--- config.mk ---
export PLATFORM = sky130hd
export DESIGN_NAME = mem_read_arbiter
export DESIGN_NICKNAME = d
export VERILOG_FILES = /design/src/rtl/mem_arb_pkg.sv /design/src/rtl/mem_arb_pick.sv /design/src/rtl/mem_read_arbiter.sv
export SDC_FILE = /design/constraint.sdc
export NUM_CORES = 1
export LEC_CHECK = 0
export CELL_PAD_IN_SITES_DETAIL_PLACEMENT = 0
export CELL_PAD_IN_SITES_GLOBAL_PLACEMENT = 2
export CORE_MARGIN = 2
export CORE_UTILIZATION = 26
export DETAILED_ROUTE_END_ITERATION = 8
export GPL_ROUTABILITY_DRIVEN = 0
export PLACE_DENSITY_LB_ADDON = 0.2
export SLEW_MARGIN = 5
export SYNTH_ARGS = -nofsm -noshare
export SYNTH_HDL_FRONTEND = slang
export SYNTH_SLANG_ARGS = --single-unit
--- constraint.sdc ---
create_clock -name ACLK -period 3.9 [get_ports ACLK]
set_input_delay 1.17 -clock ACLK [delete_from_list [all_inputs] [get_ports ACLK]]
set_output_delay 1.17 -clock ACLK [all_outputs]
set_load 0.005 [all_outputs]
--- src/rtl/mem_arb_pkg.sv ---
// Shared types and constants for the memory read arbiter.
//   arb_state_e   : transaction sequencer states (IDLE -> ADDR -> DATA -> IDLE)
//   RESP_OKAY     : RRESP encoding of a clean beat
//   PROT_DEFAULT  : default constant driven on ARPROT
//   wrap_inc()    : modular index increment, used by the round-robin search
package mem_arb_pkg;

  typedef enum logic [1:0] {
    IDLE = 2'd0,
    ADDR = 2'd1,
    DATA = 2'd2
  } arb_state_e;

  localparam logic [1:0] RESP_OKAY    = 2'b00;
  localparam logic [2:0] PROT_DEFAULT = 3'b111;

  // (base + off) mod n, for walking requester indices in a ring
  function automatic int unsigned wrap_inc(input int unsigned base,
                                           input int unsigned off,
                                           input int unsigned n);
    return (base + off) % n;
  endfunction

endpackage

--- src/rtl/mem_arb_pick.sv ---
// Combinational winner select for the memory read arbiter.
// Build option: MEM_ARB_RR_EN defined -> round-robin search starting at ptr_i;
//               undefined              -> fixed priority, lowest index wins (ptr_i ignored).
// Ports:
//   req_i      : per-requester request vector
//   ptr_i      : round-robin start index
//   win_oh_c   : one-hot winner (zero when no request)
//   win_idx_c  : binary winner index
//   win_any_c  : at least one request present
module mem_arb_pick
  import mem_arb_pkg::*;
#(
  parameter int unsigned N_REQ = 2,
  parameter int unsigned IDX_W = 1
) (
  input  logic [N_REQ-1:0] req_i,
  input  logic [IDX_W-1:0] ptr_i,
  output logic [N_REQ-1:0] win_oh_c,
  output logic [IDX_W-1:0] win_idx_c,
  output logic             win_any_c
);

  logic [IDX_W-1:0] cand;

`ifdef MEM_ARB_RR_EN
  // First requester found walking the ring from ptr_i
  always_comb begin
    win_oh_c  = '0;
    win_idx_c = '0;
    win_any_c = 1'b0;
    cand      = '0;
    for (int unsigned i = 0; i < N_REQ; i++) begin
      cand = IDX_W'(wrap_inc(32'(ptr_i), i, N_REQ));
      if (!win_any_c && req_i[cand]) begin
        win_oh_c[cand] = 1'b1;
        win_idx_c      = cand;
        win_any_c      = 1'b1;
      end
    end
  end
`else
  // Lowest requesting index wins
  always_comb begin
    win_oh_c  = '0;
    win_idx_c = '0;
    win_any_c = 1'b0;
    cand      = '0;
    for (int unsigned i = 0; i < N_REQ; i++) begin
      cand = IDX_W'(i);
      if (!win_any_c && req_i[cand]) begin
        win_oh_c[cand] = 1'b1;
        win_idx_c      = cand;
        win_any_c      = 1'b1;
      end
    end
  end

  logic unused_ptr;
  assign unused_ptr = ^ptr_i;
`endif

endmodule

--- src/rtl/mem_read_arbiter.sv ---
// Shares one AXI-style read channel (AR/R) between N_REQ requesters
// (0 = LSU load port, 1 = IFU fetch port), one transaction at a time:
// grant -> AR handshake -> R beats until RLAST -> one-cycle response pulse.
// Build option: MEM_ARB_RR_EN selects round-robin arbitration; default is
// fixed priority with the LSU (index 0) winning.
// Ports:
//   ACLK, ARESETn        : clock, asynchronous active-low reset
//   req_valid, req_addr  : per-requester request and address (slice i = [i*ADDR_W +: ADDR_W])
//   rsp_valid            : one-cycle pulse on the granted requester's bit
//   rsp_data, rsp_err    : last-beat data and OR of bad RRESP over the burst (held)
//   busy                 : transaction in flight
//   ARVALID/ARREADY/ARADDR/ARPROT : read address channel
//   RVALID/RREADY/RLAST/RDATA/RRESP : read data channel
module mem_read_arbiter
  import mem_arb_pkg::*;
#(
  parameter int unsigned N_REQ   = 2,
  parameter int unsigned ADDR_W  = 32,
  parameter int unsigned DATA_W  = 64,
  parameter logic [2:0]  AR_PROT = PROT_DEFAULT
) (
  input  logic                    ACLK,
  input  logic                    ARESETn,
  input  logic [N_REQ-1:0]        req_valid,
  input  logic [N_REQ*ADDR_W-1:0] req_addr,
  output logic [N_REQ-1:0]        rsp_valid,
  output logic [DATA_W-1:0]       rsp_data,
  output logic                    rsp_err,
  output logic                    busy,
  output logic                    ARVALID,
  input  logic                    ARREADY,
  output logic [ADDR_W-1:0]       ARADDR,
  output logic [2:0]              ARPROT,
  input  logic                    RVALID,
  output logic                    RREADY,
  input  logic                    RLAST,
  input  logic [DATA_W-1:0]       RDATA,
  input  logic [1:0]              RRESP
);

  localparam int unsigned IDX_W = (N_REQ > 1) ? $clog2(N_REQ) : 1;

  arb_state_e          state_q,     state_d;
  logic [N_REQ-1:0]    grant_q,     grant_d;
  logic [ADDR_W-1:0]   araddr_q,    araddr_d;
  logic                arvalid_q,   arvalid_d;
  logic                rready_q,    rready_d;
  logic [N_REQ-1:0]    rsp_valid_q, rsp_valid_d;
  logic [DATA_W-1:0]   rsp_data_q,  rsp_data_d;
  logic                rsp_err_q,   rsp_err_d;
  logic                err_acc_q,   err_acc_d;
  logic                busy_q,      busy_d;

  logic [N_REQ-1:0]    win_oh;
  logic [IDX_W-1:0]    win_idx;
  logic                win_any;
  logic [IDX_W-1:0]    pick_ptr;
  logic [ADDR_W-1:0]   addr_arr [N_REQ];
  logic                beat_err;

`ifdef MEM_ARB_RR_EN
  logic [IDX_W-1:0]    rr_ptr_q, rr_ptr_d;
  assign pick_ptr = rr_ptr_q;
`else
  assign pick_ptr = '0;
`endif

  // Unpack the flat address bus into one entry per requester
  for (genvar g = 0; g < N_REQ; g++) begin : g_addr
    assign addr_arr[g] = req_addr[g*ADDR_W +: ADDR_W];
  end

  mem_arb_pick #(
    .N_REQ (N_REQ),
    .IDX_W (IDX_W)
  ) u_pick (
    .req_i     (req_valid),
    .ptr_i     (pick_ptr),
    .win_oh_c  (win_oh),
    .win_idx_c (win_idx),
    .win_any_c (win_any)
  );

  assign beat_err = (RRESP != RESP_OKAY);

  // Next-state and registered-output logic
  always_comb begin
    state_d     = state_q;
    grant_d     = grant_q;
    araddr_d    = araddr_q;
    arvalid_d   = arvalid_q;
    rready_d    = rready_q;
    rsp_valid_d = '0;
    rsp_data_d  = rsp_data_q;
    rsp_err_d   = rsp_err_q;
    err_acc_d   = err_acc_q;
`ifdef MEM_ARB_RR_EN
    rr_ptr_d    = rr_ptr_q;
`endif

    case (state_q)
      IDLE: begin
        if (win_any) begin
          // Address is captured here; later req_addr changes are ignored
          grant_d   = win_oh;
          araddr_d  = addr_arr[win_idx];
          arvalid_d = 1'b1;
          err_acc_d = 1'b0;
          state_d   = ADDR;
`ifdef MEM_ARB_RR_EN
          rr_ptr_d  = IDX_W'(wrap_inc(32'(win_idx), 32'd1, N_REQ));
`endif
        end
      end

      ADDR: begin
        if (arvalid_q && ARREADY) begin
          arvalid_d = 1'b0;
          rready_d  = 1'b1;
          state_d   = DATA;
        end
      end

      DATA: begin
        if (RVALID) begin
          err_acc_d = err_acc_q | beat_err;
          // Non-last beats only contribute to the error flag
          if (RLAST) begin
            rsp_data_d  = RDATA;
            rsp_err_d   = err_acc_q | beat_err;
            rsp_valid_d = grant_q;
            rready_d    = 1'b0;
            state_d     = IDLE;
          end
        end
      end

      default: begin
        arvalid_d = 1'b0;
        rready_d  = 1'b0;
        state_d   = IDLE;
      end
    endcase

    busy_d = (state_d != IDLE);
  end

  // State and output registers
  always_ff @(posedge ACLK or negedge ARESETn) begin
    if (!ARESETn) begin
      state_q     <= IDLE;
      grant_q     <= '0;
      araddr_q    <= '0;
      arvalid_q   <= 1'b0;
      rready_q    <= 1'b0;
      rsp_valid_q <= '0;
      rsp_data_q  <= '0;
      rsp_err_q   <= 1'b0;
      err_acc_q   <= 1'b0;
      busy_q      <= 1'b0;
    end else begin
      state_q     <= state_d;
      grant_q     <= grant_d;
      araddr_q    <= araddr_d;
      arvalid_q   <= arvalid_d;
      rready_q    <= rready_d;
      rsp_valid_q <= rsp_valid_d;
      rsp_data_q  <= rsp_data_d;
      rsp_err_q   <= rsp_err_d;
      err_acc_q   <= err_acc_d;
      busy_q      <= busy_d;
    end
  end

`ifdef MEM_ARB_RR_EN
  // Round-robin pointer, advanced past the winner at each grant
  always_ff @(posedge ACLK or negedge ARESETn) begin
    if (!ARESETn) begin
      rr_ptr_q <= '0;
    end else begin
      rr_ptr_q <= rr_ptr_d;
    end
  end
`endif

  assign rsp_valid = rsp_valid_q;
  assign rsp_data  = rsp_data_q;
  assign rsp_err   = rsp_err_q;
  assign busy      = busy_q;
  assign ARVALID   = arvalid_q;
  assign ARADDR    = araddr_q;
  assign ARPROT    = AR_PROT;
  assign RREADY    = rready_q;

endmodule

## Word-level counts from Yosys, hierarchy flattened

Cells that the tools add are included.

- Logic and storage cells: 57
- Bits in registers: 107

- Eq/ne operators: 6
- Bitwise gates (word level): 4
- Reductions and logical operators: 12
- Muxes and demuxes: 24
- $lt $le $gt $ge: 1

Operators with widths:

| kind | count |
|---|---|
| $mux 32 | 3 |
| $mux 2 | 7 |
| $mux 1 | 10 |
| $reduce_and 3->1 | 3 |
| $ne 2x2->1 const B | 3 |
| $pmux 1 s3 | 2 |
| $pmux 2 s3 | 1 |
| $reduce_bool 2->1 | 3 |
| $reduce_and 4->1 | 1 |
| $eq 2x1->1 const B | 1 |
| $eq 2x2->1 const B | 1 |
| $ge 2x2->1 const B | 1 |
| $logic_and 1x1->1 | 2 |
| $logic_not 2->1 | 1 |
| $ne 2x1->1 const B | 1 |
| $not 1->1 | 2 |
| $not 1->2 | 1 |
| $pmux 1 s2 | 1 |
| $reduce_and 2->1 | 1 |
| $logic_not 1->1 | 1 |
| $or 1x1->1 | 1 |

## Longest topological paths before layout

Gate-level depths: netlist of run 1.

- Depth in word-level cells: 8
- Mapped depth: 6
- Mapped depth without buffers: 3

## Cells and area by module

From an unflattened synthesis of run 1, not the netlist that was laid out.

- Cells, all modules: 327
- Area total of the unflattened synthesis: 4418.0 um^2

By module, submodules not included:

| module | cells each | area each (um^2) | instances |
|---|---|---|---|
| mem_read_arbiter | 323 | 4390.5 | 1 |
| mem_arb_pick | 4 | 27.5 | 1 |

## Worst setup path after synthesis of run 1

No wires, ideal clock.

- Path type: input port to flip-flop
- Start point: input req_valid[1]
- End point: register araddr_q[18], in the netlist ARADDR[18]
- Slack: 1.687 ns
- Library setup time: 0.125 ns
- Stages: 5
- Buffers on the path: 2
- Arrival time: 2.088 ns
- Data required time: 3.775 ns
- Cell sequence: nor2b_1 buf_6 buf_6 mux2_4 mux2_2

- Word-level cells in the longest chain between the ends: 6
- Elaborated cells on any way between the ends: 8

RTL lines:

| element | line | text |
|---|---|---|
| start, declared | mem_read_arbiter.sv:24 | `input logic [N_REQ-1:0] req_valid,` |
| $logic_and 1x1->1 * | mem_arb_pick.sv:50 | `if (!win_any_c && req_i[cand]) begin` |
| $mux 1 | mem_arb_pick.sv:50 |  |
| $not 1->2 (not written as such) | mem_read_arbiter.sv:106 | `araddr_d = addr_arr[win_idx];` |
| $mux 32 (not written as such) (3 in series) | mem_read_arbiter.sv:106 |  |
| end signal, assigned | mem_read_arbiter.sv:164 | `araddr_q <= araddr_d;` |
| end, declared | mem_read_arbiter.sv:45 | `logic [ADDR_W-1:0] araddr_q, araddr_d;` |

Mark *: on every way between the ends. The rest lies on a longest branch, timed or not. The select of a mux whose other input is x is not followed.
A chain may end at the register's enable or synchronous reset.

## Worst setup path after layout of run 1

- Start point: input RVALID
- End point: register rsp_data_q[15], in the netlist rsp_data[15]

- Word-level cells in the longest chain between the ends: 1

RTL lines:

| element | line | text |
|---|---|---|
| start, declared | mem_read_arbiter.sv:34 | `input logic RVALID,` |
| $reduce_and 3->1 (no line) | - |  |
| end signal, assigned | mem_read_arbiter.sv:168 | `rsp_data_q <= rsp_data_d;` |
| end, declared | mem_read_arbiter.sv:49 | `logic [DATA_W-1:0] rsp_data_q, rsp_data_d;` |

Every way passes these cells.

==> results.sh, run 1 <==
export IMPL_drt_iter0_markers=97
export IMPL_fillers=1547
export IMPL_hold_path_class="reg -> reg"
export IMPL_whs_endpoint="grant_q[0]"
export IMPL_netlist_cell_type_count=26
export IMPL_synth_most_common_cell="dfrtp_1"
export IMPL_utilization_pct=44.31
export IMPL_drive_above_1_share_pct=17.86
export IMPL_r2r_start="state_q[0]"
export IMPL_critical_path_required_ps=4130
export IMPL_drc=0
export IMPL_finalSetupViolCount=0
export IMPL_hold_start="grant_q[0]"
export IMPL_gr_total_overflow=0
export IMPL_wl_per_cell_um=15.58
export IMPL_vias=3310
export IMPL_crit_slowest_cell="clkdlybuf4s50_1"
export IMPL_path_class="in -> reg"
export IMPL_yosysTopAreaCell="dfrtp_1"
export IMPL_cts_sinks=107
export IMPL_cts_resized=0
export IMPL_die_w_um=135.1
export IMPL_ys_ff_latch=107
export IMPL_fmax_mhz=364.0
export IMPL_crit_fanout=42
export IMPL_tritoncts="built"
export IMPL_min_path_cells=1
export IMPL_grt_pass1_wl_um=19080
export IMPL_num_rows=47
export IMPL_antenna_found_initial=0
export IMPL_syn_area_um2=4467
export IMPL_stdcell_count=780
export IMPL_viasPerCell=4.244
export IMPL_power_leakage_nw=3.330
export IMPL_outcome="completed"
export IMPL_reg2reg_slack_ps=1930
export IMPL_antenna_cells=0
export IMPL_grt_setup_unrepaired="false"
export IMPL_grt_pass1_vias=3607
export IMPL_synthFlopType="dfrtp_1"
export IMPL_ios=242
export IMPL_cp_end_kind="register"
export IMPL_die_h_um=135.1
export IMPL_path_clk_slew_ps=70
export IMPL_cts_setup_buffers=0
export IMPL_crit_buf_inv=2
export IMPL_slew_headroom_pct=46.32
export IMPL_grt_max_degree=49
export IMPL_synth_area_per_cell_um2=14.18
export IMPL_period_share_pct=70.44
export IMPL_synthArstFlopShare_pct=100.0
export IMPL_start_util_pct=26.75
export IMPL_final_hold_viol_count=0
export IMPL_vdd_drop_max_v=0.0002927
export IMPL_total_power_w=0.005175
export IMPL_tns_ps=0
export IMPL_dp_hpwl_um=8932
export IMPL_clk_latency_ps=350
export IMPL_synth_area_top_cells="dfrtp_1, mux2_2, mux2i_1"
export IMPL_drv_slew=0
export IMPL_fin_skew_ps=7.493
export IMPL_hold_buffers=0
export IMPL_cp_top_family="buffers and inverters"
export IMPL_layout_nets=692
export IMPL_synth_top_area_share_pct=59.94
export IMPL_synth_seq_area_share_pct=59.94
export IMPL_cp_cell_sequence="clkdlybuf4s50_1 > nand4b_4 > buf_12 > mux2_2"
export IMPL_place_inst=764
export IMPL_cellPowerDensity_nw_per_um2=699.4
export IMPL_core_um2=16700
export IMPL_htree_levels=3
export IMPL_maxCapViolations=0
export IMPL_grt_usage_pct=13.61
export IMPL_dieArea_um2=18240
export IMPL_cts_buffers=9
export IMPL_io_buffers=238
export IMPL_drt_first_pass_iters=4
export IMPL_min_period_ps=2747
export IMPL_clock_root_buffer="clkbuf_16"
export IMPL_r2r_end="rsp_data[15]"
export IMPL_reg2reg_depth=3
export IMPL_slowest_delay_ps=550
export IMPL_synth_edf_count=0
export IMPL_wirelength_um=12150
export IMPL_area_delta_synth_final_pct=65.66
export IMPL_ys_warnings_count=0
export IMPL_syn_instance_count=315
export IMPL_ant_nets=0
export IMPL_start_kind="input pin"
export IMPL_arrival_ps=2980
export IMPL_max_slew_worst_pin_slew_ps=802.1
export IMPL_cts_buffer_depth=2
export IMPL_ys_top_cells_by_count="dfrtp_1, mux2_2, inv_1, mux2i_1, o22ai_1"
==> area by class of cell <==
class,instances,area (um^2),area share [%]
Clock inverter,6,87.58,1.184
Multi-Input combinational cell,162,1540,20.82
Clock buffer,10,229.0,3.094
Sequential cell,107,2678,36.19
Tap cell,220,275.3,3.720
Inverter,28,105.1,1.420
Timing Repair Buffer,247,2485,33.58
==> report_power, final <==
| group | total, W | leakage [nW] | internal, W | switching (W) |
|---|---|---|---|---|
| clock network | 0.000975 | 0.157 | 0.000565 | 0.000410 |
| registers | 0.00195 | 1.33 | 0.00165 | 0.000297 |
| logic | 0.00225 | 1.85 | 0.00152 | 0.000730 |
| total | 0.00518 | 3.33 | 0.00374 | 0.00144 |
==> registers in the layout, summed over array words and instances (netlist names) <==
register   cells
rsp_valid      2
grant_q        2
ARADDR        32
rsp_err        1
RREADY         1
ARVALID        1
state_q        2
rsp_data      64
busy           1
err_acc_q      1
==> per-stage QoR <==
step	hold slack, ps	worst slack [ps]	area, um^2
after floorplan	449.2	1687	4474
final	482.5	1153	7400
after CTS	488.0	1154	7400
after global placement	466.0	826.6	7083
after global routing	501.1	1081	7400
after detailed placement	471.0	782.7	7083
==> worst reg2reg max path, stage by stage (launching register included) <==
cell,delay (ps)
dfrtp_1,500
nand4b_4,610
buf_12,410
mux2_2,340
==> routing by layer <==
metal	vias to the layer above	track usage, %	wire, um
li1	1563	-	-
met1	1569	16.92	5268
met2	166	21.52	5423
met3	12	5.218	1261
met4	0	5.093	197
met5	-	0	0
==> cells in the final DEF, fill, tap and decap left out, types with 2 or more instances in the layout <==
| cell | netlist | layout |
|---|---|---|
| nand2_1 | 6 | 6 |
| mux2_1 | 6 | 6 |
| buf_12 | 0 | 3 |
| clkbuf_16 | 0 | 9 |
| mux2_2 | 58 | 58 |
| dfrtp_1 | 107 | 107 |
| bufinv_16 | 0 | 2 |
| nor2_1 | 4 | 4 |
| nand2b_1 | 3 | 3 |
| buf_4 | 7 | 7 |
| inv_1 | 28 | 28 |
| clkinv_2 | 0 | 2 |
| o22ai_1 | 26 | 26 |
| a21oi_1 | 3 | 3 |
| conb_1 | 1 | 3 |
| clkdlybuf4s50_1 | 0 | 237 |
| o21ai_0 | 5 | 5 |
| mux2i_1 | 26 | 26 |
| mux2_4 | 12 | 12 |
==> logic make-up after synthesis <==
kind of cell,after synthesis,share of synthesized area (%)
muxes,102,25.99
other,1,0.08395
and+or+nand+nor,20,2.913
AOI/OAI and AO/OA,37,5.098
buffers and inverters,48,5.966
DFF,107,59.94
==> how the worst max path moves through the flow <==
stage                  from      endpoint  cells past startpoint
2_1_floorplan  req_valid[1]    ARADDR[18]                      5
3_3_place_gp         RVALID  rsp_data[15]                      4
3_5_place_dp         RVALID  rsp_data[15]                      4
4_1_cts              RVALID  rsp_data[15]                      4
5_1_grt              RVALID  rsp_data[15]                      4
6_report             RVALID  rsp_data[15]                      4
(Power assumes the default switching activity.)
==> run 2: changes to the inputs <==
Settings changed: CORE_UTILIZATION 26 to 24.
Clock period 3.9 ns to 2.6 ns, I/O delays scaled along.
==> results.sh, run 2 (synthesized netlist as in run 1, its figures left out) <==
export IMPL_drv_slew=0
export IMPL_hold_path_class="in -> async"
export IMPL_cp_cell_sequence="clkdlybuf4s50_1"
export IMPL_fin_skew_ps=9.130
export IMPL_dieArea_um2=19720
export IMPL_num_rows=49
export IMPL_drt_iter0_markers=92
export IMPL_ios=242
export IMPL_power_leakage_nw=3.328
export IMPL_max_slew_worst_pin_slew_ps=642.2
export IMPL_vdd_drop_max_v=0.0003486
export IMPL_final_common_cell="clkdlybuf4s50_1"
export IMPL_clock_root_buffer="clkbuf_16"
export IMPL_grt_pass1_wl_um=19440
export IMPL_cts_setup_buffers=0
export IMPL_tns_ps=0
export IMPL_path_class="reg -> out"
export IMPL_cp_end_kind="output pin"
export IMPL_crit_slowest_cell="clkdlybuf4s50_1"
export IMPL_final_hold_viol_count=0
export IMPL_largest_reg_flops=64
export IMPL_cellPowerDensity_nw_per_um2=1028
export IMPL_layout_nets=694
export IMPL_cts_buffer_depth=2
export IMPL_dp_hpwl_um=9233
export IMPL_htree_levels=3
export IMPL_grt_max_degree=59
export IMPL_io_buffers=238
export IMPL_cts_buffers=9
export IMPL_total_power_w=0.007620
export IMPL_layout_common_cells="clkdlybuf4s50_1, dfrtp_1, mux2_2"
export IMPL_fmax_mhz=483.9
export IMPL_grt_pass1_vias=3529
export IMPL_ant_nets=0
export IMPL_arrival_ps=1290
export IMPL_grt_usage_pct=12.67
export IMPL_wl_per_cell_um=15.53
export IMPL_tritoncts="built"
export IMPL_reg2reg_depth=3
export IMPL_cts_sinks=107
export IMPL_hold_buffers=0
export IMPL_drc=0
export IMPL_viasPerCell=4.202
export IMPL_vias=3324
export IMPL_place_inst=775
export IMPL_maxCapViolations=0
export IMPL_die_h_um=140.4
export IMPL_period_share_pct=79.48
export IMPL_area_delta_synth_final_pct=65.97
export IMPL_crit_fanout=3
export IMPL_core_um2=18090
export IMPL_antenna_cells=0
export IMPL_slowest_delay_ps=560
export IMPL_outcome="completed"
export IMPL_cp_top_family="buffers and inverters"
export IMPL_crit_buf_inv=1
export IMPL_finalSetupViolCount=0
export IMPL_multiInputGateArea_um2=1540
export IMPL_die_w_um=140.4
export IMPL_cts_resized=0
export IMPL_grt_setup_unrepaired="false"
export IMPL_start_kind="register"
export IMPL_r2r_start="state_q[0]"
export IMPL_start_util_pct=24.70
export IMPL_drt_first_pass_iters=4
export IMPL_fillers=1688
export IMPL_worst_hold_slack_ps=411.3
export IMPL_reg2reg_slack_ps=1090
export IMPL_r2r_end="rsp_data[40]"
export IMPL_antenna_found_initial=0
export IMPL_critical_path_required_ps=1820
export IMPL_stdcell_count=791
export IMPL_path_clk_slew_ps=70
export IMPL_gr_total_overflow=0
export IMPL_seqCellArea_um2=2678
export IMPL_slew_headroom_pct=57.19
export IMPL_wirelength_um=12290
export IMPL_clk_latency_ps=350
export IMPL_utilization_pct=40.99
export IMPL_drive_above_1_share_pct=18.15
export IMPL_min_period_ps=2067
==> run 2: worst max path at each step <==
stage / from / endpoint / slack (ps) / depth (start not counted)
2_1_floorplan: req_valid[1] / ARADDR[18] / 780 / 5
4_1_cts: ARVALID / ARVALID / 510 / 1
6_report: RREADY / RREADY / 530 / 1
3_5_place_dp: req_valid[1] / ARADDR[3] / 190 / 5
5_1_grt: RREADY / RREADY / 480 / 1
3_3_place_gp: req_valid[1] / ARADDR[0] / 230 / 5
==> run 2: metal layers <==
metal  wire length (um)  track usage (%)  up-vias
met1               5151            15.80     1580
met3               1548            6.735        7
met2               5473            19.38      166
met4                112            3.030        0
met5                  0                0        -
li1                   -                -     1571
==> run 2: area by class of cell <==
cell class,count,area share [%]
Sequential cell,107,36.12
Tap cell,229,3.865
Inverter,28,1.418
Clock inverter,6,0.6751
Timing Repair Buffer,249,34.06
Clock buffer,10,3.089
Multi-Input combinational cell,162,20.78
==> run 2: metrics by stage <==
step	setup slack [ps]	instance area (um^2)
after floorplan	777.4	4474
after global placement	226.5	7134
after detailed placement	192.4	7134
after CTS	506.2	7413
after global routing	484.8	7413
final	533.4	7413
==> run 2: worst reg2reg max path, stage by stage, from the launching register on <==
cell and delay, ps:
dfrtp_1 530, nand4b_4 240, buf_12 250, mux2_2 380
==> run 2: power breakdown <==
group | internal, W | switching (W) | total (W)
registers | 0.00248 | 0.000442 | 0.00292
clock network | 0.000663 | 0.000646 | 0.00131
logic | 0.00229 | 0.00110 | 0.00339
==> run 3: changes to the inputs <==
Clock period 2.6 ns to 2.13 ns, I/O delays scaled along.
==> results.sh, run 3 (synthesized netlist as in run 1, its figures left out) <==
export IMPL_fin_skew_ps=8.458
export IMPL_clock_root_buffer="clkbuf_16"
export IMPL_hold_path_class="in -> async"
export IMPL_dp_hpwl_um=9468
export IMPL_maxCapViolations=0
export IMPL_cp_top_family="buffers and inverters"
export IMPL_fmax_mhz=524.5
export IMPL_critical_path_required_ps=1490
export IMPL_vdd_drop_max_v=0.0003955
export IMPL_arrival_ps=1270
export IMPL_crit_fanout=2
export IMPL_slew_headroom_pct=63.20
export IMPL_num_rows=49
export IMPL_drt_iter0_markers=62
export IMPL_hold_buffers=0
export IMPL_drt_first_pass_iters=4
export IMPL_clk_latency_ps=340
export IMPL_layout_nets=699
export IMPL_slowest_delay_ps=550
export IMPL_crit_slowest_cell="clkdlybuf4s50_1"
export IMPL_tns_ps=0
export IMPL_path_clk_slew_ps=70
export IMPL_fillers=1706
export IMPL_multiInputGateArea_um2=1540
export IMPL_start_kind="register"
export IMPL_final_hold_viol_count=0
export IMPL_grt_max_degree=46
export IMPL_start_util_pct=24.70
export IMPL_stdcell_count=794
export IMPL_antenna_found_initial=0
export IMPL_grt_pass1_vias=3544
export IMPL_path_class="reg -> out"
export IMPL_power_leakage_nw=3.391
export IMPL_cts_resized=0
export IMPL_antenna_cells=0
export IMPL_die_w_um=140.4
export IMPL_seqCellArea_um2=2678
export IMPL_ant_nets=0
export IMPL_htree_levels=3
export IMPL_wl_per_cell_um=15.67
export IMPL_cts_sinks=107
export IMPL_die_h_um=140.4
export IMPL_largest_reg_flops=64
export IMPL_layout_common_cells="clkdlybuf4s50_1, dfrtp_1, mux2_2"
export IMPL_min_period_ps=1906
export IMPL_core_um2=18090
export IMPL_final_common_cell="clkdlybuf4s50_1"
export IMPL_tritoncts="built"
export IMPL_io_buffers=238
export IMPL_viasPerCell=4.209
export IMPL_vias=3342
export IMPL_outcome="completed"
export IMPL_wirelength_um=12440
export IMPL_cts_buffers=9
export IMPL_grt_usage_pct=12.76
export IMPL_cts_buffer_depth=2
export IMPL_max_slew_worst_pin_slew_ps=552.0
export IMPL_gr_total_overflow=0
export IMPL_cp_cell_sequence="clkdlybuf4s50_1"
export IMPL_finalSetupViolCount=0
export IMPL_drv_slew=0
export IMPL_grt_setup_unrepaired="false"
export IMPL_crit_buf_inv=1
export IMPL_cts_setup_buffers=0
export IMPL_ios=242
export IMPL_drc=0
export IMPL_cellPowerDensity_nw_per_um2=1282
export IMPL_drive_above_1_share_pct=18.76
export IMPL_area_delta_synth_final_pct=68.68
export IMPL_dieArea_um2=19720
export IMPL_grt_pass1_wl_um=19640
export IMPL_cp_end_kind="output pin"
export IMPL_place_inst=780
export IMPL_period_share_pct=89.50
==> run 3: cell types whose count changed in the layout (fill, tap and decap cells not counted) <==
cell / change
buf_12: +2
clkbuf_1: -1
bufinv_16: +3
clkinvlp_4: -1
clkbuf_8: +1
buf_4: +3
inv_8: -1
clkinv_4: -2
clkinv_2: -1
==> run 3: path summary, 6_finish.rpt <==
kind	slack, ps	depth (start not counted)	to	startpoint
max in group asynchronous	1170	2	ARADDR[30]	ARESETn
setup / recovery	220	1	ARADDR[19]	ARADDR[19]
setup reg to reg	640	3	rsp_data[40]	state_q[0]
min in group ACLK	490	2	rsp_err	rsp_err
hold reg to reg	490	2	rsp_err	rsp_err
hold / removal	270	1	rsp_data[30]	ARESETn
==> run 3: power by group <==
part / switching (W) / internal, W / total (W)
clock network: 0.000720 / 0.00117 / 0.00189
logic: 0.00135 / 0.00285 / 0.00420
registers: 0.000545 / 0.00303 / 0.00357
total: 0.00262 / 0.00705 / 0.00966
==> run 3: final cells by class <==
class | count | area share, %
flip-flops and latches | 107 | 35.54
inverters | 28 | 1.395
multi-input cells | 162 | 20.44
clock inverters | 4 | 1.312
well taps | 229 | 3.803
clock buffers | 10 | 3.172
repair buffers | 254 | 34.34
==> run 3: worst reg2reg max path, delay by kind of cell, from the launching register on <==
family                 cells  cell delay, ps
DFF                        1             520
muxes                      1             390
and+or+nand+nor            1             250
buffers and inverters      1             220
==> run 3: stage by stage <==
step | util (%) | cell area [um^2] | setup WS (ps) | total power, W | hold WS [ps]
after floorplan | - | 4474 | 448.4 | 0.005165 | 343.4
after global placement | 39.79 | 7197 | -19.57 | 0.007827 | 461.5
after detailed placement | 39.79 | 7197 | -49.83 | 0.007904 | 480.6
after CTS | 41.66 | 7535 | 179.5 | 0.009877 | 279.3
after global routing | 41.66 | 7535 | 145.8 | 0.01034 | 301.5
final | 41.66 | 7535 | 223.6 | 0.009663 | 273.4
==> run 3: per-layer routing <==
| metal | GRT usage [%] | wire (um) |
|---|---|---|
| met1 | 15.50 | 5258 |
| met4 | 2.392 | 96 |
| met5 | 0 | 0 |
| met3 | 6.769 | 1459 |
| met2 | 20.36 | 5624 |
